## src/rtl/ef_i2c_seq.sv

```systemverilog
// Register-access sequencer for the EF_I2C byte-level master core.
// Expands one "read/write N bytes at register R of device D" request into core commands and streams.
module ef_i2c_seq #(
  parameter  int MAX_LEN        = 16,
  parameter  int TIMEOUT_CYCLES = 65535,
  localparam int LEN_W          = $clog2(MAX_LEN),
  localparam int TO_W           = $clog2(TIMEOUT_CYCLES + 1)
) (
  input  logic             clk_i,
  input  logic             rst_i,
  // request side
  input  logic             req_valid,
  output logic             req_ready,
  input  logic             req_rw,
  input  logic [6:0]       req_dev,
  input  logic [7:0]       req_reg,
  input  logic [LEN_W-1:0] req_len,
  input  logic [7:0]       wr_data,
  input  logic             wr_valid,
  output logic             wr_ready,
  output logic [7:0]       rd_data,
  output logic             rd_valid,
  output logic             rd_last,
  input  logic             rd_ready,
  output logic             done,
  output logic [1:0]       err,
  output logic             busy,
  // core side
  output logic [6:0]       cmd_address,
  output logic             cmd_start,
  output logic             cmd_read,
  output logic             cmd_write,
  output logic             cmd_write_multiple,
  output logic             cmd_stop,
  output logic             cmd_valid,
  input  logic             cmd_ready,
  output logic [7:0]       tx_data,
  output logic             tx_valid,
  output logic             tx_last,
  input  logic             tx_ready,
  input  logic [7:0]       rx_data,
  input  logic             rx_valid,
  input  logic             rx_last,
  output logic             rx_ready,
  input  logic             core_busy,
  input  logic             missed_ack
);

  typedef enum logic [3:0] {
    IDLE,
    CMD_WM,
    CMD_W1,
    TX_REG,
    TX_DATA,
    CMD_RD,
    RX,
    ABORT,
    WAIT_IDLE,
    DONE
  } state_t;

  typedef struct packed {
    logic start;
    logic read;
    logic write;
    logic write_multiple;
    logic stop;
  } cmd_t;

  localparam cmd_t CMD_WRITE_MULTI = cmd_t'(5'b10011);
  localparam cmd_t CMD_WRITE_ONE   = cmd_t'(5'b10100);
  localparam cmd_t CMD_STOP_ONLY   = cmd_t'(5'b00001);

  localparam logic [1:0] ERR_OK      = 2'b00;
  localparam logic [1:0] ERR_NACK    = 2'b01;
  localparam logic [1:0] ERR_TIMEOUT = 2'b10;

  function automatic cmd_t read_cmd(input logic first, input logic last);
    cmd_t c;
    c       = '0;
    c.start = first;
    c.read  = 1'b1;
    c.stop  = last;
    return c;
  endfunction

  state_t           state;
  cmd_t             cmd_q;
  logic             rw_q;
  logic [7:0]       reg_q;
  logic [LEN_W-1:0] len_q;
  logic [LEN_W-1:0] cnt;
  logic [TO_W-1:0]  timer;
  logic [7:0]       tx_data_q;
  logic             tx_valid_q;
  logic             tx_last_q;

  logic cmd_hs, tx_hs, rx_hs;
  logic cnt_at_len;
  logic nack_hit, timeout_hit;

  // The core reports the final-byte marker itself; this sequencer tracks the count on its own.
  logic unused_rx_last;
  assign unused_rx_last = rx_last;

  assign cmd_start          = cmd_q.start;
  assign cmd_read           = cmd_q.read;
  assign cmd_write          = cmd_q.write;
  assign cmd_write_multiple = cmd_q.write_multiple;
  assign cmd_stop           = cmd_q.stop;

  assign cmd_hs     = cmd_valid & cmd_ready;
  assign tx_hs      = tx_valid & tx_ready;
  assign rx_hs      = rx_valid & rx_ready;
  assign cnt_at_len = (cnt == len_q);

  // A NACK already being handled must not re-trigger the abort while the stop drains.
  assign nack_hit = missed_ack && (err != ERR_NACK) &&
                    (state != IDLE) && (state != DONE) && (state != ABORT);

  // Fires on the edge where the stall counter would reach TIMEOUT_CYCLES.
  assign timeout_hit = (state != IDLE) && (state != DONE) && !(cmd_hs || tx_hs || rx_hs) &&
                       (timer == TO_W'(TIMEOUT_CYCLES - 1));

  // NOTE: every output of this block gets a default first, so no path can leave one
  // unassigned and infer a latch.
  always_comb begin
    tx_data  = tx_data_q;
    tx_valid = tx_valid_q;
    tx_last  = tx_last_q;
    wr_ready = 1'b0;
    rd_data  = '0;
    rd_valid = 1'b0;
    rd_last  = 1'b0;
    rx_ready = 1'b0;
    case (state)
      TX_DATA: begin
        tx_data  = wr_data;
        tx_valid = wr_valid;
        tx_last  = cnt_at_len;
        wr_ready = tx_ready;
      end
      RX: begin
        rd_data  = rx_data;
        rd_valid = rx_valid;
        rd_last  = cnt_at_len;
        rx_ready = rd_ready;
      end
      default: ;
    endcase
  end

  // NOTE: sequential state uses non-blocking assignments only, so every register here
  // sees the pre-edge value of every other register regardless of statement order.
  always_ff @(posedge clk_i or posedge rst_i) begin
    if (rst_i) begin
      state       <= IDLE;
      req_ready   <= 1'b1;
      busy        <= 1'b0;
      done        <= 1'b0;
      err         <= ERR_OK;
      cmd_valid   <= 1'b0;
      cmd_q       <= '0;
      cmd_address <= '0;
      tx_data_q   <= '0;
      tx_valid_q  <= 1'b0;
      tx_last_q   <= 1'b0;
      rw_q        <= 1'b0;
      reg_q       <= '0;
      len_q       <= '0;
      cnt         <= '0;
      timer       <= '0;
    end else begin
      done <= 1'b0;

      if (state == IDLE || cmd_hs || tx_hs || rx_hs) timer <= '0;
      else                                           timer <= timer + TO_W'(1);

      if (nack_hit) begin
        err        <= ERR_NACK;
        state      <= ABORT;
        tx_valid_q <= 1'b0;
        // A command the core has not yet taken stays on the bus; the stop follows it.
        if (!(cmd_valid && !cmd_ready)) begin
          cmd_valid <= 1'b1;
          cmd_q     <= CMD_STOP_ONLY;
        end
      end else if (timeout_hit) begin
        err        <= ERR_TIMEOUT;
        state      <= DONE;
        done       <= 1'b1;
        cmd_valid  <= 1'b0;
        tx_valid_q <= 1'b0;
      end else begin
        case (state)
          IDLE: begin
            if (req_valid) begin
              rw_q        <= req_rw;
              reg_q       <= req_reg;
              len_q       <= req_len;
              cmd_address <= req_dev;
              cnt         <= '0;
              err         <= ERR_OK;
              busy        <= 1'b1;
              req_ready   <= 1'b0;
              cmd_valid   <= 1'b1;
              cmd_q       <= req_rw ? CMD_WRITE_ONE : CMD_WRITE_MULTI;
              state       <= req_rw ? CMD_W1 : CMD_WM;
            end
          end

          CMD_WM, CMD_W1: begin
            if (cmd_hs) begin
              cmd_valid  <= 1'b0;
              tx_data_q  <= reg_q;
              tx_valid_q <= 1'b1;
              tx_last_q  <= rw_q;
              state      <= TX_REG;
            end
          end

          TX_REG: begin
            if (tx_hs) begin
              tx_valid_q <= 1'b0;
              tx_last_q  <= 1'b0;
              if (rw_q) begin
                cmd_valid <= 1'b1;
                cmd_q     <= read_cmd(1'b1, cnt_at_len);
                state     <= CMD_RD;
              end else begin
                state <= TX_DATA;
              end
            end
          end

          TX_DATA: begin
            if (tx_hs) begin
              if (cnt_at_len) state <= WAIT_IDLE;
              else            cnt   <= cnt + LEN_W'(1);
            end
          end

          CMD_RD: begin
            if (cmd_hs) begin
              cmd_valid <= 1'b0;
              state     <= RX;
            end
          end

          RX: begin
            if (rx_hs) begin
              if (cnt_at_len) begin
                state <= WAIT_IDLE;
              end else begin
                cnt       <= cnt + LEN_W'(1);
                cmd_valid <= 1'b1;
                cmd_q     <= read_cmd(1'b0, (cnt + LEN_W'(1)) == len_q);
                state     <= CMD_RD;
              end
            end
          end

          ABORT: begin
            if (cmd_hs) begin
              if (cmd_q == CMD_STOP_ONLY) begin
                cmd_valid <= 1'b0;
                state     <= WAIT_IDLE;
              end else begin
                cmd_q <= CMD_STOP_ONLY;
              end
            end else if (!cmd_valid) begin
              cmd_valid <= 1'b1;
              cmd_q     <= CMD_STOP_ONLY;
            end
          end

          WAIT_IDLE: begin
            if (!core_busy) begin
              state <= DONE;
              done  <= 1'b1;
            end
          end

          DONE: begin
            state     <= IDLE;
            busy      <= 1'b0;
            req_ready <= 1'b1;
          end

          default: state <= IDLE;
        endcase
      end
    end
  end

endmodule

```

## config.mk

```make
export PLATFORM = sky130hd
export DESIGN_NAME = ef_i2c_seq
export DESIGN_NICKNAME = d
export VERILOG_FILES = /design/src/rtl/ef_i2c_seq.sv
export SDC_FILE = /design/constraint.sdc
export NUM_CORES = 1
export LEC_CHECK = 0
export ABC_AREA = 1
export BUFFER_PORTS_ARGS = -buffer_cell sky130_fd_sc_hd__clkbuf_2
export CORE_MARGIN = 4
export CORE_UTILIZATION = 58
export CTS_CLUSTER_SIZE = 14
export DETAILED_ROUTE_END_ITERATION = 7
export PLACE_DENSITY_LB_ADDON = 0.12
export SYNTH_ARGS = -nofsm -noshare
export SYNTH_HDL_FRONTEND = slang
export SYNTH_SLANG_ARGS = --single-unit
```

## constraint.sdc

```tcl
create_clock -name clk_i -period 3.6 [get_ports clk_i]
set_clock_uncertainty 0.1 [all_clocks]
set_input_delay 0.72 -clock clk_i [delete_from_list [all_inputs] [get_ports clk_i]]
set_output_delay 0.72 -clock clk_i [all_outputs]
set_load 0.05 [all_outputs]
```

==> out/results.md <==
### Setup path
• CP Cell Sequence: nor2_2 -> nand2_1 -> inv_1 -> o21a_1 -> clkbuf_2
• data required time of the critical path: 2780 ps
• CP Class: reg -> out
• launching element type of the critical path: register
• element type at the critical path end: output pin
• slowest CP cell: sky130_fd_sc_hd__dfrtp_1
• longest individual stage delay on the worst path: 450 ps
• Max FO, Critical Path: 11
• arrival time reported for the critical path endpoint: 2240 ps

### STA
• crit share post-route: 85.1%
• pin slew with the least headroom to its limit: 788 ps
• post-route worst hold slack: 367 ps
• worst rel slew slack: 47.4%
• unrepaired setup endpoints after global routing: false
• final worst setup slack: 537 ps
• maximum clock rate: 326 MHz
• max-slew violations: 0
• clock period minus final worst setup slack: 3060 ps
• Hold Fails Final Rpt: 0
• final-layout setup total negative slack: 0 ps
• final setup violating endpoints: 0

### Logic synthesis
• main area contributors after synthesis: sky130_fd_sc_hd__dfrtp_1, sky130_fd_sc_hd__nand2_1, sky130_fd_sc_hd__inv_1
• warnings from Yosys: 0
• register bit count reported by yosys: 65
• share of the synthesized area in the top cell type: 43.1%
• post-synthesis async set-or-reset flop share: 100%
• dominant synthesized flop cell: sky130_fd_sc_hd__dfrtp_1
• number of enable flip-flop cells after synthesis: 0
• post-synth net total: 562
• commonest cells in the netlist: sky130_fd_sc_hd__nand2_1, sky130_fd_sc_hd__inv_1, sky130_fd_sc_hd__dfrtp_1
• Avg Inst Size Synth: 7.26 um2
• cell area after synthesis: 0.00372 mm2
• Distinct cells, synth: 39
• most numerous cell in the Yosys netlist: sky130_fd_sc_hd__nand2_1
• register area share after synthesis: 43.8%
• Synth Instances: 512
• cell accounting for the most synthesized area: sky130_fd_sc_hd__dfrtp_1

### Clock tree
• worst skew pair latency: 340 ps
• # hold bufs at CTS: 0
• number of sinks on the clock net: 65
• total of cells resized after clock tree synthesis: 0
• clock tree from TritonCTS: built
• buffers inserted during post-CTS setup optimization: 0
• number of buffers added by the clock tree synthesis step: 9
• maximum root-to-sink buffer count: 2
• clk root buf: sky130_fd_sc_hd__clkbuf_8
• Max H-tree Level: 3
• clock-pin slew on the worst setup and hold paths: 70 ps

### Global routing
• initial antenna violation count: 0
• GRT Residual Overflow: 0
• number of global-route vias before repair: 3377
• Global Route Usage Sum: 24.4%
• pin count of the biggest net entering global routing: 66
• wire length of the first global-routing pass: 14700 um

### Placement
• Placement Cell Area: 0.00420 mm2
• post-DP HPWL: 6670 um
• IO Port Bufs: 85
• Worst Setup Slack post-DPL: 903 ps
• GP Congestion: 0.936

### Final layout
• share of final-layout standard cells stronger than drive strength 1: 24.1%
• total non-filler cell area in the finished layout: 0.00442 mm2
• Area Overhead vs Synth: 19.1%
• nets@finish: 651
• n_diodes: 0

### Drt
• count of vias placed by the detailed router: 3522
• mean number of vias per cell: 5.17
• Residual DRC: 0
• detail-routed net length per standard cell: 12.9 um
• count of nets left with antenna violations after detail routing: 0
• first drt pass iteration count: 5
• wire length reported by the detailed router: 8770 um
• detailed router's first-iteration violation count: 247

### Floorplan
• Die Wd: 88.0 um
• Core Box Area: 0.00606 mm2
• total die area: 0.00775 mm2
• chip height: 88.0 um
• number of top-level pins: 87
• effective utilization at floorplan: 61.3%
• Core Rows: 28

### Pwr
• Pwr Total: 4.04 mW
• pwr dens: 912 mW/mm2
• leakage dissipation: 2.45 nW
• worst-case vdd ir drop: 0.651 mV

### Run status
• status: complete, no violations

### Job
• max-cap violation count: 0

### Hold path
• Hold Path Class: reg -> reg

cell type report:
| cell class | count | area [um2] |
|---|---|---|
| inverter | 72 | 270 |
| tap | 75 | 93.8 |
| clock buffer | 11 | 151 |
| timing repair buffer | 87 | 440 |
| sequential | 65 | 1630 |
| multi-input combinational | 366 | 1760 |
| fill | 491 | 1640 |
| clock inverter | 5 | 77.6 |
power breakdown:
group | switching [mW] | internal [mW] | leakage [nW]
clock | 0.277 | 0.425 | 0.115
combinational | 1.62 | 0.580 | 1.49
sequential | 0.158 | 0.979 | 0.839
total | 2.05 | 1.98 | 2.45
cell usage in the layout (no fill, tap or decap), drive strengths merged:
cell type	netlist	final
nand3b	1	1
buf	5	2
o2111ai	1	1
dfrtp	64	64
a21oi	11	11
o221ai	1	1
nor3b	1	1
nand4	3	3
xnor2	3	3
inv	71	71
clkinvlp	0	1
nor3	6	6
a211oi	2	2
nor2	71	71
nor4	2	2
nand2	186	186
o21a	2	2
a21boi	1	1
o211ai	1	1
bufinv	0	2
nand3	29	29
ha	3	3
o21ai	34	34
or2	1	1
a31o	1	1
a31oi	1	1
dfstp	1	1
clkinv	1	3
clkbuf	4	96
xor2	5	5
layer usage:
metal / global-route usage, % / part of all wire (%) / wire, um / vias to the layer above
met5: 0 / 0 / 0 / -
met4: 8.38 / 1.4 / 121 / 0
met3: 6.02 / 6.7 / 588 / 15
met2: 40.5 / 49 / 4280 / 122
met1: 31.2 / 43 / 3790 / 1613
li1: - / - / - / 1772
final timing paths:
path	startpoint	end	slack [ps]	depth (start not counted)
worst max-delay path	state[0]	tx_last	540	5
worst min-delay path	req_ready	req_ready	370	2
worst max register to register	state[0]	state[1]	1240	12
worst min register to register	req_ready	req_ready	370	2
max in group asynchronous	rst_i	timer[8]	2400	3
min in group asynchronous	rst_i	state[0]	500	3
logic make-up after synthesis:
logic type / Yosys count / synth area share (%)
compound gates: 55 / 9.06
xor+xnor: 8 / 1.89
fa+ha+maj: 3 / 1.01
buf+inv: 81 / 8.75
flops: 65 / 43.8
simple gates: 300 / 35.5
critical path, delay by kind of cell (launching register included):
family / cells / cell delay, ps
buffers and inverters: 2 / 720
and+or+nand+nor: 2 / 550
DFF: 1 / 450
AOI/OAI and AO/OA: 1 / 190
state kept, by name, summed over array words and instances (netlist names), 2 cells and up:
signal and flops:
state 4, cmd_address 7, reg_q 8, cnt 4, err 2, timer 16
len_q 4, tx_data_q 8
stage by stage:
stage	util [%]	cells
after floorplan	-	512
after global placement	69.2	665
after detailed placement	69.2	665
after CTS	73.0	681
after global routing	73.0	681
final	73.0	681
Note: power is estimated with default switching activity, not from simulation.
